==> config.mk <==
export PLATFORM = sky130hd
export DESIGN_NAME = mem_arbiter
export DESIGN_NICKNAME = d
export VERILOG_FILES = /design/src/rtl/mem_arb_pkg.sv /design/src/rtl/mem_arb_pick.sv /design/src/rtl/mem_arbiter.sv
export SDC_FILE = /design/constraint.sdc
export NUM_CORES = 1
export LEC_CHECK = 0
export CAP_MARGIN = 20
export CORE_AREA = 8 8 101 103
export DETAILED_ROUTE_END_ITERATION = 10
export DIE_AREA = 0 0 109 111
export GPL_TIMING_DRIVEN = 0
export HOLD_SLACK_MARGIN = 0.05
export PLACE_DENSITY = 0.71
export SLEW_MARGIN = 20
export SYNTH_ARGS = -nofsm -noshare
export SYNTH_HDL_FRONTEND = slang
export SYNTH_SLANG_ARGS = --single-unit
export TNS_END_PERCENT = 10
==> constraint.sdc <==
create_clock -name clock -period 5.6 [get_ports clock]
set_clock_uncertainty 0.2 [all_clocks]
set_input_delay 1.68 -clock clock [delete_from_list [all_inputs] [get_ports clock]]
set_output_delay 1.68 -clock clock [all_outputs]
set_load 0.01 [all_outputs]
==> src/rtl/mem_arb_pkg.sv <==
// Shared types for the IFU/LSU memory port arbiter.
// Build option: MEM_ARB_LSU_PRIORITY_EN selects fixed LSU priority.
package mem_arb_pkg;

  typedef enum logic {
    ARB_IDLE,
    ARB_BUSY
  } arb_state_e;

  typedef enum logic {
    OWN_IFU,
    OWN_LSU
  } arb_owner_e;

  localparam logic [1:0] MEM_BYTE = 2'b00;
  localparam logic [1:0] MEM_HALF = 2'b01;
  localparam logic [1:0] MEM_WORD = 2'b10;
  localparam logic [1:0] MEM_EXTA = 2'b11;

endpackage

==> src/rtl/mem_arb_pick.sv <==
// Two-way request picker for the memory port arbiter.
// MEM_ARB_LSU_PRIORITY_EN: LSU always wins; otherwise round-robin.
module mem_arb_pick (
  input  logic cand_ifu,
  input  logic cand_lsu,
  input  logic last_grant,
  output logic grant_valid,
  output logic grant_lsu
);

  assign grant_valid = cand_ifu | cand_lsu;

`ifdef MEM_ARB_LSU_PRIORITY_EN
  logic unused_last_grant;
  assign unused_last_grant = last_grant;
  assign grant_lsu = cand_lsu;
`else
  // On a tie the side that did not win last time goes first.
  assign grant_lsu = cand_lsu & (~cand_ifu | ~last_grant);
`endif

endmodule

==> src/rtl/mem_arbiter.sv <==
// Shares the SoC memory/IO port between instruction fetch and load/store.
// Build option: MEM_ARB_LSU_PRIORITY_EN (see mem_arb_pick).
module mem_arbiter
  import mem_arb_pkg::*;
#(
  parameter int ADDR_W = 32,
  parameter int DATA_W = 32
) (
  input  logic              clock,
  input  logic              reset,
  input  logic              ifu_reqValid,
  input  logic [ADDR_W-1:0] ifu_addr,
  output logic              ifu_respValid,
  output logic [DATA_W-1:0] ifu_rdata,
  input  logic              lsu_reqValid,
  input  logic [ADDR_W-1:0] lsu_addr,
  input  logic [DATA_W-1:0] lsu_wdata,
  input  logic [1:0]        lsu_size,
  input  logic              lsu_wen,
  input  logic [3:0]        lsu_wmask,
  output logic              lsu_respValid,
  output logic [DATA_W-1:0] lsu_rdata,
  output logic              io_reqValid,
  input  logic              io_respValid,
  output logic [ADDR_W-1:0] io_addr,
  output logic [DATA_W-1:0] io_wdata,
  input  logic [DATA_W-1:0] io_rdata,
  output logic [1:0]        io_size,
  output logic              io_wen,
  output logic [3:0]        io_wmask
);

  arb_state_e state;
  arb_owner_e owner;
  logic       pend_ifu;
  logic       pend_lsu;
  logic       last_grant;

  logic cand_ifu;
  logic cand_lsu;
  logic grant_valid;
  logic grant_lsu;
  logic owner_lsu;
  logic own_req;
  logic sel_lsu;
  logic req_fire;
  logic resp_ifu;
  logic resp_lsu;

  assign cand_ifu  = ifu_reqValid | pend_ifu;
  assign cand_lsu  = lsu_reqValid | pend_lsu;
  assign owner_lsu = (owner == OWN_LSU);
  assign own_req   = owner_lsu ? lsu_reqValid : ifu_reqValid;

  mem_arb_pick u_pick (
    .cand_ifu    (cand_ifu),
    .cand_lsu    (cand_lsu),
    .last_grant  (last_grant),
    .grant_valid (grant_valid),
    .grant_lsu   (grant_lsu)
  );

  always_comb begin
    sel_lsu  = owner_lsu;
    req_fire = 1'b0;
    resp_ifu = 1'b0;
    resp_lsu = 1'b0;
    unique case (state)
      ARB_IDLE: begin
        sel_lsu  = grant_lsu;
        req_fire = grant_valid;
        resp_lsu = grant_valid & grant_lsu & io_respValid;
        resp_ifu = grant_valid & ~grant_lsu & io_respValid;
      end
      ARB_BUSY: begin
        // Owner re-pulsing in its response cycle keeps the port.
        req_fire = io_respValid & own_req;
        resp_lsu = io_respValid & owner_lsu;
        resp_ifu = io_respValid & ~owner_lsu;
      end
      default: ;
    endcase
  end

  assign io_reqValid   = req_fire & ~reset;
  assign ifu_respValid = resp_ifu & ~reset;
  assign lsu_respValid = resp_lsu & ~reset;

  assign io_addr  = sel_lsu ? lsu_addr : ifu_addr;
  assign io_wdata = sel_lsu ? lsu_wdata : '0;
  assign io_size  = sel_lsu ? lsu_size : MEM_WORD;
  assign io_wen   = sel_lsu & lsu_wen;
  assign io_wmask = sel_lsu ? lsu_wmask : 4'b0000;

  assign ifu_rdata = io_rdata;
  assign lsu_rdata = io_rdata;

  always_ff @(posedge clock) begin
    if (reset) begin
      state      <= ARB_IDLE;
      owner      <= OWN_IFU;
      pend_ifu   <= 1'b0;
      pend_lsu   <= 1'b0;
      last_grant <= 1'b0;
    end else begin
      unique case (state)
        ARB_IDLE: begin
          if (grant_valid) begin
            last_grant <= grant_lsu;
            owner      <= grant_lsu ? OWN_LSU : OWN_IFU;
            if (grant_lsu) begin
              pend_lsu <= 1'b0;
              if (ifu_reqValid) pend_ifu <= 1'b1;
            end else begin
              pend_ifu <= 1'b0;
              if (lsu_reqValid) pend_lsu <= 1'b1;
            end
            if (!io_respValid) state <= ARB_BUSY;
          end
        end
        ARB_BUSY: begin
          if (owner_lsu) begin
            if (ifu_reqValid) pend_ifu <= 1'b1;
          end else begin
            if (lsu_reqValid) pend_lsu <= 1'b1;
          end
          if (io_respValid && !own_req) state <= ARB_IDLE;
        end
        default: state <= ARB_IDLE;
      endcase
    end
  end

endmodule

==> results.json <==
{
  "status": "completed",
  "hold_ws_ns": 0.3724,
  "clk_pin_slew_ns": 0.03,
  "io_buffer_count": 245,
  "dieArea_mm2": 0.01210,
  "maxCapViolCount": 0,
  "min_from": "pend_lsu$_SDFFE_PP0P_",
  "syn_inst": 176,
  "drive_gt1_frac": 0.2582,
  "mostFrequentLayoutCell": "clkdlybuf4s50_1",
  "synth_seq_cells": 4,
  "vias": 2060,
  "drv_slew": 0,
  "cp_data_required_time_ns": 3.72,
  "finalCriticalPeriod_ns": 5.474,
  "antenna_cells": 0,
  "wl_per_cell_um": 18.28,
  "gp_congestion": 0.7954,
  "crit_path_max_incr_delay_ns": 0.48,
  "synth_top_area_frac": 0.3432,
  "hpwl_um": 8818,
  "p_leak_nw": 1.867,
  "power_density_mw_per_mm2": 128.1,
  "synth_warnings": 0,
  "crit_fanout": 10,
  "syn_avg_cell_area_um2": 7.955,
  "endpoint_kind": "output pin",
  "rsz0062_at_grt": "no",
  "io_pins": 278,
  "first_pass_iters": 4,
  "tightest_slew_ns": 0.4021,
  "num-nets-final": 568,
  "finalWirelength_um": 9763,
  "clockBufferDepth": 2,
  "grt_pass1_vias": 2223,
  "grt_max_degree": 11,
  "drtIter0Drc": 49,
  "area_delta_synth_final_pct": 193.8,
  "crit_buf_inv": 4,
  "worstSkewPairLatency_ns": 0.22,
  "cts_inserted_buffers": 3,
  "drc": 0,
  "startpoint_type": "input pin",
  "grt_pass1_wl_um": 13610,
  "reg2reg_from": "state$_SDFF_PP0_",
  "startpoint": "ifu_reqValid",
  "hold_path_class": "flop to flop",
  "grt-ovfl-total": 0,
  "ant_nets": 0,
  "power_mw": 0.5270,
  "path_delay_family": "buffers and inverters",
  "final_cell_mix": "217 x clkdlybuf4s50_1, 65 x buf_4, 38 x and2_1",
  "htreeDepth": 1,
  "cp_slowest_cell": "clkdlybuf4s50_1",
  "arrival_ns": 3.59,
  "row_count": 34,
  "grt_use_total": 0.1449,
  "cts_tree": "done",
  "start_util": 0.1637,
  "die_h_um": 111,
  "ctsHoldBuffers": 0,
  "cts_root_buffer": "clkbuf_8",
  "synth_cell_types": 23,
  "yosysSeqAreaShare": 0.05719,
  "synth_area_leaders": "buf_4 34%, mux2_2 25%, and2_1 17%",
  "synth_nets": 316,
  "core_area_mm2": 0.008551,
  "synth_top_area_cell": "buf_4",
  "antenna_found_initial": 0,
  "critPathKind": "input pin to output pin",
  "crit_chain": "dlygate4sd2_1 -> o21a_1 -> o31ai_4 -> buf_12 -> buf_6 -> mux2_2 -> clkdlybuf4s50_1",
  "clock_sink_count": 4,
  "peakVddDrop_v": 0.00008718,
  "synth_area_mm2": 0.001400,
  "finalCritPeriodShare": 0.9776,
  "finalHoldViolCount": 0,
  "slew_headroom": 0.7295,
  "chipWidth_um": 109,
  "via_per_inst": 3.858,
  "setup_viol_count_final": 0,
  "fmax_mhz": 182.7
}
-- routing by layer --
layer  GRT usage  vias up  wire length, µm
met4     0.02740        0              123
met1      0.1190      935             2960
met3     0.04477        7             1040
li1            -     1010                -
met2      0.3108      108             5638
met5           0        -                0
-- worst register-to-register path: stages (launching register included) --
cell	delay [ns]
dfxtp_1	0.29
clkbuf_1	0.33
nand2_1	0.22
a21oi_1	0.19
nor3_1	0.06
-- synthesized netlist by cell type --
cell	number
nor2_1	4
clkbuf_1	4
nor4_1	1
nor3_1	2
buf_6	3
o21a_1	2
a21oi_1	4
dfxtp_1	4
o31ai_4	1
o21ai_0	1
and2_1	38
o2bb2ai_1	1
nand2b_1	4
or3_1	1
mux2_1	2
mux2_2	31
nand2_1	3
inv_1	1
o32ai_1	1
clkbuf_2	2
o22ai_1	1
buf_4	64
and3b_1	1
-- registers in the layout, indices dropped and copies added (netlist names) --
register,flops
owner,1
pend_ifu,1
pend_lsu,1
state,1
-- cell type report --
| cell class | count | area, µm² |
|---|---|---|
| fillers | 837 | 4437 |
| repair buffers | 247 | 2531 |
| multi-input cells | 98 | 779.5 |
| plain buffers | 73 | 543.0 |
| well taps | 108 | 135.1 |
| flip-flops and latches | 4 | 80.08 |
| clock buffers | 3 | 41.29 |
| inverters | 1 | 3.754 |
-- stage by stage --
step / setup TNS (ns) / utilization / cell area, µm² / cells / setup slack [ns]
3_5_place_dp: -25.58 / 0.4663 / 3988 / 529 / -0.4179
2_1_floorplan: 0 / - / 1400 / 176 / 0.9348
3_3_place_gp: -24.02 / 0.4663 / 3988 / 529 / -0.4027
4_1_cts: 0 / 0.4740 / 4053 / 534 / 0.005129
6_report: 0 / 0.4811 / 4114 / 534 / 0.1256
5_1_grt: 0 / 0.4811 / 4114 / 534 / 0.07080
-- power breakdown --
part	total (mW)	switching, mW	internal (mW)
logic	0.431	0.149	0.282
registers	0.0330	0.00168	0.0313
clock network	0.0630	0.0170	0.0460
-- path summary, 6_finish.rpt --
path	endpoint	slack, ns	depth (start not counted)
min	pend_lsu$_SDFFE_PP0P_	0.37	2
max reg2reg	pend_lsu$_SDFFE_PP0P_	4.18	4
max	io_addr[29]	0.13	7
min reg2reg	pend_lsu$_SDFFE_PP0P_	0.37	2
-- logic make-up (layout without fill, tap and decap cells) --
family / after synthesis / in the layout / share of synthesized area
compound gates: 11 / 11 / 0.06077
mux: 33 / 33 / 0.2654
simple gates: 54 / 54 / 0.2288
flops: 4 / 4 / 0.05720
buf+inv: 74 / 324 / 0.3878
-- repair_timing --
action,CTS,global route
pin swaps,1,0
endpoints found under the setup margin,72,38
cloned,0,0
buffers inserted,2,0
resized for setup,7,26
No activity file was read; power rests on OpenSTA's default activity.
